File: src/rtl/stack_mon_pkg.sv
`default_nettype none
// ============================================================================
// Module      : stack_mon_pkg
// Description : Shared IO/sysconf definitions for the stack monitor: register
//               indices, CTRL bit positions and the default stack layout
//               (kept here so sysconf and stack_mon can never disagree).
// Revision    : 1.0 - initial release
// ============================================================================
package stack_mon_pkg;

  // Register select values on addr
  localparam logic [1:0] CTRL_IX     = 2'd0;
  localparam logic [1:0] LIMIT_IX    = 2'd1;
  localparam logic [1:0] HOTLIMIT_IX = 2'd2;
  localparam logic [1:0] HWM_IX      = 2'd3;

  // CTRL bit positions
  localparam int EN_BIT      = 0;
  localparam int LIM_HIT_BIT = 1;
  localparam int HOT_HIT_BIT = 2;

  // Default stack layout (stack grows down from DEF_STACK_ORG)
  localparam int DEF_STACK_ORG  = 'h30000;
  localparam int DEF_STACK_SIZE = 'h4000;
  localparam int DEF_HOT_MARGIN = 'h400;

endpackage : stack_mon_pkg
`default_nettype wire

File: src/rtl/stack_mon_chk.sv
`default_nettype none
// ============================================================================
// Module      : stack_mon_chk
// Description : One stack limit checker: a writable limit register, its
//               sticky hit flag (write-1-to-clear) and a one-cycle trap pulse.
// Ports       : clk, rst_n      - clock, async active-low reset
//               check_en        - sp is valid and monitoring is enabled
//               sp              - stack pointer sample
//               wr / wr_data    - load a new limit (check uses the old one)
//               clr             - clear sticky flag (a new hit wins)
//               limit, hit      - current limit and sticky flag
//               trap            - one-cycle pulse when the flag gets set
// Revision    : 1.0 - initial release
// ============================================================================
module stack_mon_chk #(
  parameter int AW          = 24,
  parameter int RESET_LIMIT = 'h2C000
) (
  input  logic          clk,
  input  logic          rst_n,
  input  logic          check_en,
  input  logic [AW-1:0] sp,
  input  logic          wr,
  input  logic [AW-1:0] wr_data,
  input  logic          clr,
  output logic [AW-1:0] limit,
  output logic          hit,
  output logic          trap
);

  logic cond;
  assign cond = check_en && (sp < limit);

  always_ff @(posedge clk or negedge rst_n) begin
    if (!rst_n) begin
      limit <= AW'(RESET_LIMIT);
      hit   <= 1'b0;
      trap  <= 1'b0;
    end else begin
      if (wr) begin
        limit <= wr_data;
      end
      // A violation in the same cycle as a clear re-sets the flag and
      // re-pulses, so a hit is never lost behind a software clear.
      hit  <= cond | (hit & ~clr);
      trap <= cond & (~hit | clr);
    end
  end

endmodule : stack_mon_chk
`default_nettype wire

File: src/rtl/stack_mon.sv
`default_nettype none
// ============================================================================
// Module      : stack_mon
// Description : Hardware stack monitor. Tracks the lowest stack pointer seen
//               (HWM) and pulses traps on LIMIT / HOTLIMIT violations.
//               Four 32-bit registers on the stb/we/ack IO interface:
//               0 CTRL, 1 LIMIT, 2 HOTLIMIT, 3 HWM.
// Ports       : clk, rst_n           - clock, async active-low reset
//               stb, we, addr        - IO strobe, write enable, reg select
//               data_in / data_out   - write data / registered read data
//               ack                  - acknowledge, cycle after stb
//               sp, sp_vld           - CPU stack pointer and its valid
//               trap_lim, trap_hot   - one-cycle violation pulses
// Revision    : 1.0 - initial release
// ============================================================================
module stack_mon
  import stack_mon_pkg::*;
#(
  parameter int STACK_ORG  = DEF_STACK_ORG,
  parameter int STACK_SIZE = DEF_STACK_SIZE,
  parameter int HOT_MARGIN = DEF_HOT_MARGIN,
  parameter int AW         = 24
) (
  input  logic          clk,
  input  logic          rst_n,
  input  logic          stb,
  input  logic          we,
  input  logic [1:0]    addr,
  input  logic [31:0]   data_in,
  output logic [31:0]   data_out,
  output logic          ack,
  input  logic [AW-1:0] sp,
  input  logic          sp_vld,
  output logic          trap_lim,
  output logic          trap_hot
);

  localparam int            LIMIT_RST = STACK_ORG - STACK_SIZE;
  localparam int            HOT_RST   = LIMIT_RST + HOT_MARGIN;
  localparam logic [AW-1:0] ORG       = AW'(STACK_ORG);

  logic          en;
  logic [AW-1:0] hwm;
  logic [AW-1:0] limit;
  logic [AW-1:0] hot_limit;
  logic          lim_hit;
  logic          hot_hit;
  logic          mon;
  logic          wr;
  logic          rd;
  logic          wr_ctrl;
  logic [31:0]   ctrl_val;

  // Upper data_in bits are only meaningful for CTRL low bits / AW-wide regs
  logic unused_data;
  assign unused_data = &{1'b0, data_in};

  assign mon     = en & sp_vld;
  assign wr      = stb & we;
  assign rd      = stb & ~we;
  assign wr_ctrl = wr && (addr == CTRL_IX);

  always_comb begin
    ctrl_val              = '0;
    ctrl_val[EN_BIT]      = en;
    ctrl_val[LIM_HIT_BIT] = lim_hit;
    ctrl_val[HOT_HIT_BIT] = hot_hit;
  end

  stack_mon_chk #(.AW(AW), .RESET_LIMIT(LIMIT_RST)) u_chk_lim (
    .clk      (clk),
    .rst_n    (rst_n),
    .check_en (mon),
    .sp       (sp),
    .wr       (wr && (addr == LIMIT_IX)),
    .wr_data  (data_in[AW-1:0]),
    .clr      (wr_ctrl && data_in[LIM_HIT_BIT]),
    .limit    (limit),
    .hit      (lim_hit),
    .trap     (trap_lim)
  );

  stack_mon_chk #(.AW(AW), .RESET_LIMIT(HOT_RST)) u_chk_hot (
    .clk      (clk),
    .rst_n    (rst_n),
    .check_en (mon),
    .sp       (sp),
    .wr       (wr && (addr == HOTLIMIT_IX)),
    .wr_data  (data_in[AW-1:0]),
    .clr      (wr_ctrl && data_in[HOT_HIT_BIT]),
    .limit    (hot_limit),
    .hit      (hot_hit),
    .trap     (trap_hot)
  );

  // Enable and high-water mark
  always_ff @(posedge clk or negedge rst_n) begin
    if (!rst_n) begin
      en  <= 1'b0;
      hwm <= ORG;
    end else begin
      if (wr_ctrl) begin
        en <= data_in[EN_BIT];
      end
      if (wr && (addr == HWM_IX)) begin
        // Re-arm, but do not lose a lower sample taken in the same cycle
        hwm <= (mon && (sp < ORG)) ? sp : ORG;
      end else if (mon && (sp < hwm)) begin
        hwm <= sp;
      end
    end
  end

  // IO read path and acknowledge
  always_ff @(posedge clk or negedge rst_n) begin
    if (!rst_n) begin
      data_out <= '0;
      ack      <= 1'b0;
    end else begin
      ack <= stb;
      if (rd) begin
        case (addr)
          CTRL_IX:     data_out <= ctrl_val;
          LIMIT_IX:    data_out <= 32'(limit);
          HOTLIMIT_IX: data_out <= 32'(hot_limit);
          default:     data_out <= 32'(hwm);
        endcase
      end
    end
  end

endmodule : stack_mon
`default_nettype wire
File: config.mk
export PLATFORM = sky130hd
export DESIGN_NAME = stack_mon
export DESIGN_NICKNAME = d
export VERILOG_FILES = /design/src/rtl/stack_mon_pkg.sv /design/src/rtl/stack_mon_chk.sv /design/src/rtl/stack_mon.sv
export SDC_FILE = /design/constraint.sdc
export NUM_CORES = 1
export LEC_CHECK = 0
export CORE_MARGIN = 2
export CORE_UTILIZATION = 54
export DETAILED_ROUTE_END_ITERATION = 10
export PLACE_DENSITY = 0.8
export SLEW_MARGIN = 20
export SYNTH_ARGS = -nofsm -noshare
export SYNTH_HDL_FRONTEND = slang
export SYNTH_SLANG_ARGS = --single-unit
export TNS_END_PERCENT = 10
File: constraint.sdc
create_clock -name clk -period 2.6 [get_ports clk]
set_input_delay 0.52 -clock clk [delete_from_list [all_inputs] [get_ports clk]]
set_output_delay 0.52 -clock clk [all_outputs]
set_load 0.005 [all_outputs]
==> qor.yml, run 1 <==
outcome:
  outcome: "finished clean"
floorplan:
  dieArea_um2: 12100
  core_area_um2: 10900
  io_pins: 98
  row_count: 38
  dieHeight_um: 110
  die_w_um: 110
  start_util: 0.557
sta:
  timing.final.crit_period_ps: 2520
  rsz0062_at_grt: "true"
  worst_pin_slew_ps: 489
  post-route-period-util: 0.970
  fmax_mhz: 396
  slew_violations: 0
  setup_viol: 0
  fin_skew_ps: 5.47
  hold_viol: 0
  finalSetupTns_ps: 0
  timing.slew.headroom: 0.666
clock_tree:
  cts.sinks: 102
  cts_buffer_depth: 2
  cts_htree_levels: 3
  cts_tree: "yes"
  clk_pin_slew_worst_paths_ps: 70
  insertion_delay_ps: 360
  clockRootBuffer: "clkbuf_16"
  numCtsBuffers: 9
critical_path:
  required_ps: 2840
  end_kind: "flop"
  reg2reg_from: "hwm[17]"
  arrival_ps: 2760
  rr_endpoint: "hwm[4]"
  cp_max_fo: 3
  cp_slowest_cell: "clkdlybuf4s50_1"
  crit_start: "sp[11]"
  cp-start-kind: "primary input"
  ff2ff_path_depth: 10
  cp_slowest_stage_delay_ps: 480
  crit_path_cell_trace: "clkdlybuf4s50_1 -> buf_4 -> ha_1 -> nand2_1 -> o21ai_1 -> a41oi_1 -> nor4_1 -> a21oi_1 -> or2_1"
  crit_type: "in -> reg"
  ff2ff_setup_slack_ps: 190
run:
  cap_violations: 0
routing:
  viasPerCell: 5.84
  drt-pass1-iter-count: 5
  routedWlPerCell_um: 17.6
  drc: 0
  totalWireLength_um: 15200
  num_vias: 5020
  drt_iter0_markers: 226
  final_antenna_net_count: 0
yosys:
  synth-async-reset-ratio: 1.00
  synth_seq_cells: 102
  synth-main-ff-cell: "dfrtp_1"
  ys_types: 43
  syn_avg_cell_area_um2: 10.1
  seq_area_frac_synth: 0.421
  yosys_warnings: 0
  synth-edff-count: 0
  syn-instance-count: 601
  synth_area_um2: 6090
grt:
  grtUsageTotal: 0.267
  grt_pass1_vias: 5151
  grt_overflow: 0
  grt_pass1_wl_um: 24500
  grt_antenna_before_repair: 0
  grt_max_degree: 56
layout:
  area_delta_synth_final_pct: 25.2
  stdcell_count: 860
  drive_above_1_share: 0.183
  postLayoutCoreUtil: 0.697
  n_fill_cell: 815
  diodes: 0
  fin_area_um2: 7630
  final_net_count: 847
pwr:
  ir_drop_v: 0.000423
  power_density_nw_per_um2: 773
  p_leak_nw: 3.59
place:
  place_area_um2: 7310
  hpwl_um: 11400
  gp_congestion: 0.938
  io_buffers: 81
  place_inst: 843
min_path:
  min_path_type: "in -> async"
-- critical path: cells and delay by family --
family | cells | cell delay, ps
buffers and inverters | 2 | 660
AOI/OAI and AO/OA | 3 | 500
and+or+nand+nor | 3 | 770
adders and majority gates | 1 | 320
-- placed cells by master (no fill, tap or decap), types with 2 or more instances in the layout --
master,n
dfrtp_1,93
clkdlybuf4s50_1,79
nand2_1,75
inv_1,71
ha_1,69
mux2_2,52
buf_4,46
o21ai_0,31
a21oi_1,25
o21ai_1,24
a22oi_1,22
a32o_1,16
nor2_1,11
nand4_1,10
clkbuf_16,9
dfstp_2,9
conb_1,8
nor2b_1,7
a21o_1,6
mux2i_1,6
nand2b_1,4
nand3_1,4
a211oi_1,3
nor4_1,3
o2111ai_1,3
mux4_2,3
buf_12,3
nor3_1,2
and4_1,2
or2_1,2
a32oi_1,2
clkbuf_8,2
clkbuf_1,2
-- logic make-up after synthesis --
kind of cell             count (synthesis)  share of synthesized area
AO/OA/AOI/OAI                          141                      0.154
adder cells (fa/ha/maj)                 69                      0.142
buffers and inverters                  105                     0.0746
flip-flops                             102                      0.421
multiplexers                            61                      0.117
other                                    1                   0.000616
AND/OR/NAND/NOR                        122                     0.0908
-- Yosys cell counts (all sizes together), types with 2 or more instances --
| library cell | count | share of area |
|---|---|---|
| nor2 | 11 | 0.0068 |
| dfstp | 9 | 0.039 |
| nor2b | 7 | 0.0072 |
| or2 | 2 | 0.0021 |
| a32o | 16 | 0.026 |
| dfrtp | 93 | 0.38 |
| nand2 | 75 | 0.046 |
| a211oi | 3 | 0.0037 |
| buf | 15 | 0.019 |
| a22oi | 22 | 0.027 |
| a32oi | 2 | 0.0029 |
| o21ai | 55 | 0.045 |
| inv | 71 | 0.044 |
| mux2i | 6 | 0.0099 |
| o2111ai | 3 | 0.0043 |
| nor4 | 3 | 0.0031 |
| a21oi | 25 | 0.021 |
| nand4 | 10 | 0.010 |
| nand2b | 5 | 0.0064 |
| mux4 | 3 | 0.011 |
| ha | 69 | 0.14 |
| clkbuf | 19 | 0.012 |
| and4 | 2 | 0.0029 |
| a21o | 6 | 0.0074 |
| mux2 | 52 | 0.096 |
| nand3 | 4 | 0.0033 |
| nor3 | 2 | 0.0016 |
-- metal layers --
metal	wire length (µm)	global-route usage	up-vias
li1	-	-	2345
met1	6430	0.338	2478
met2	7530	0.450	171
met3	852	0.0464	26
met4	349	0.115	0
met5	0	0	-
-- state kept, by name (all words and copies together), names as in the netlist --
name / flops
data_out: 24
hwm: 24
u_chk_hot.limit: 24
u_chk_lim.limit: 24
ack: 1
en: 1
u_chk_hot.hit: 1
u_chk_hot.trap: 1
u_chk_lim.hit: 1
u_chk_lim.trap: 1
-- worst max-delay path by stage --
stage / endpoint / slack, ps / cells after the start
6_report: u_chk_hot.hit / 80 / 9
5_1_grt: hwm[4] / -7 / 9
4_1_cts: hwm[14] / 80 / 8
3_5_place_dp: hwm[12] / -290 / 8
3_3_place_gp: hwm[10] / -240 / 8
2_1_floorplan: hwm[14] / 210 / 8
-- layout make-up --
cell class	count	area (µm²)	share of cell area
inverters	71	267	0.0349
well taps	140	175	0.0230
clock buffers	13	260	0.0341
multi-input cells	401	3100	0.406
clock inverters	3	42.5	0.00558
flip-flops and latches	102	2560	0.336
repair buffers	130	1220	0.160
-- per-stage QoR --
stage / setup WS (ps) / hold slack [ps] / total power [W]
2_1_floorplan: 214 / 224 / 0.00365
3_3_place_gp: -244 / 465 / 0.00436
3_5_place_dp: -285 / 470 / 0.00452
4_1_cts: 82.4 / 89.8 / 0.00592
5_1_grt: -7.20 / 110 / 0.00630
6_report: 76.8 / 88.1 / 0.00590
-- where the power goes --
group	total, W	leakage [nW]	switching, W	internal [W]
registers	0.00239	1.25	0.000323	0.00206
logic	0.00213	2.19	0.00101	0.00112
clock network	0.00138	0.146	0.000584	0.000798
-- timing repair --
action | CTS | global route
setup buffers | 0 | 1
hold buffers | 0 | 0
hold endpoints to repair | 0 | 0
endpoints found under the setup margin | 0 | 20
gates resized for setup | 0 | 2
Note: power is estimated with default switching activity, not from simulation.
==> inputs of run 2 (changes only) <==
--- a/config.mk
+++ b/config.mk
@@ -8,7 +8,7 @@
 export CORE_MARGIN = 2
 export CORE_UTILIZATION = 54
 export DETAILED_ROUTE_END_ITERATION = 10
-export PLACE_DENSITY = 0.8
+export PLACE_DENSITY = 0.86
 export SLEW_MARGIN = 20
 export SYNTH_ARGS = -nofsm -noshare
 export SYNTH_HDL_FRONTEND = slang
==> constraint.sdc (replaced) <==
create_clock -name clk -period 2.7 [get_ports clk]
set_input_delay 0.54 -clock clk [delete_from_list [all_inputs] [get_ports clk]]
set_output_delay 0.54 -clock clk [all_outputs]
set_load 0.005 [all_outputs]
==> run 2 against run 1 <==
  * Clock-buffer cell count down 2
  * Sequential power down 4%
  * Setup slack better by 34 ps
  * Via count down 0.38%
  * Critical path depth unchanged
  * Core utilization down 0.13 points
  * Non-clock buffer count down 4
  * Largest power group unchanged
==> qor.yml, run 2 (same netlist as run 1, synthesis figures left out) <==
sta:
  rsz0062_at_grt: "false"
  post-route-period-util: 0.959
  setup_viol: 0
  fin_skew_ps: 9.28
  timing.slew.headroom: 0.572
  final.setup.worst_slack_ps: 111
  fmax_mhz: 386
  slew_violations: 0
  timing.final.crit_period_ps: 2590
  hold_viol: 0
  finalSetupTns_ps: 0
  worst_pin_slew_ps: 642
layout:
  drive_above_1_share: 0.179
  diodes: 0
  final_cell_mix: "93 x dfrtp_1, 80 x clkdlybuf4s50_1, 75 x nand2_1"
  area_delta_synth_final_pct: 25.0
  final_common_cell: "dfrtp_1"
  final_net_count: 843
routing:
  final_antenna_net_count: 0
  viasPerCell: 5.85
  drt-pass1-iter-count: 5
  routedWlPerCell_um: 18.0
  drt-met1-wl_um: 6400
  met3WireLength_um: 954
  top_layer: "met4"
  totalWireLength_um: 15400
  drc: 0
  num_vias: 5001
  drt_iter0_markers: 274
  wl_met2_um: 7670
critical_path:
  crit_path_cell_trace: "clkdlybuf4s50_1 -> buf_4 -> ha_1 -> nand2_1 -> o21ai_1 -> a41oi_1 -> nor4_1 -> a21oi_1 -> or2_1"
  arrival_ps: 2830
  crit_family: "simple AND/OR/NAND/NOR gates"
  cp_max_fo: 3
  cp_slowest_cell: "nor4_1"
  crit_type: "in -> reg"
  end_kind: "flop"
  worst-path-buf-inv: 2
  reg2reg_from: "hwm[17]"
  required_ps: 2940
  ff2ff_setup_slack_ps: 330
  crit_start: "sp[11]"
  ff2ff_path_depth: 10
  rr_endpoint: "hwm[20]"
  cp-start-kind: "primary input"
  cp_slowest_stage_delay_ps: 520
pwr:
  p_leak_nw: 3.58
  power_density_nw_per_um2: 765
  ir_drop_v: 0.000502
clock_tree:
  clk_pin_slew_worst_paths_ps: 70
  cts_tree: "yes"
  insertion_delay_ps: 360
  postCtsResizedCells: 0
  cts_htree_levels: 3
  numCtsBuffers: 9
  cts.sinks: 102
  postCtsHoldBufs: 0
  cts_buffer_depth: 2
  clockRootBuffer: "clkbuf_16"
  postCtsSetupRepairBufs: 0
grt:
  grt_antenna_before_repair: 0
  grt_max_degree: 50
  grt_overflow: 0
  grt_pass1_vias: 5237
  grt_pass1_wl_um: 25100
  grtUsageTotal: 0.273
floorplan:
  dieArea_um2: 12100
  die_w_um: 110
  dieHeight_um: 110
  row_count: 38
  start_util: 0.557
  core_area_um2: 10900
  io_pins: 98
place:
  hpwl_um: 11400
  preCtsSetupSlack_ps: -249
  gp_congestion: 0.960
  io_buffers: 81
min_path:
  min_path_type: "in -> async"
run:
  cap_violations: 0
outcome:
  outcome: "finished clean"
run 2: layer usage:
metal  vias up  track usage
li1       2325            -
met1      2435        0.331
met2       207        0.473
met3        34       0.0611
met4         0        0.104
met5         -            0
run 2: final cells by class:
class / instances / area, µm²
Clock buffer: 11 / 243
Clock inverter: 4 / 95.1
Fill cell: 804 / 3320
Inverter: 71 / 267
Multi-Input combinational cell: 401 / 3100
Sequential cell: 102 / 2560
Tap cell: 140 / 175
Timing Repair Buffer: 126 / 1170
run 2: worst max-delay path by stage:
| stage | to | depth (start not counted) |
|---|---|---|
| after floorplan | hwm[14] | 8 |
| after global placement | hwm[2] | 8 |
| after detailed placement | u_chk_hot.hit | 9 |
| after CTS | u_chk_hot.hit | 9 |
| after global routing | u_chk_hot.hit | 9 |
| final | u_chk_hot.hit | 9 |
run 2: metrics by stage:
step           std cells  instance area, µm²  total power (W)  hold slack, ps  utilization
2_1_floorplan        608                6120          0.00351             244            -
3_3_place_gp         840                7280          0.00417             466        0.665
3_5_place_dp         840                7280          0.00434             463        0.665
4_1_cts              855                7610          0.00584             229        0.696
5_1_grt              855                7610          0.00620             264        0.696
6_report             855                7610          0.00582             219        0.696
run 2: report_power, final:
part	switching [W]	internal, W
Clock	0.000551	0.000924
Sequential	0.000312	0.00199
Combinational	0.000981	0.00106
Total	0.00184	0.00398
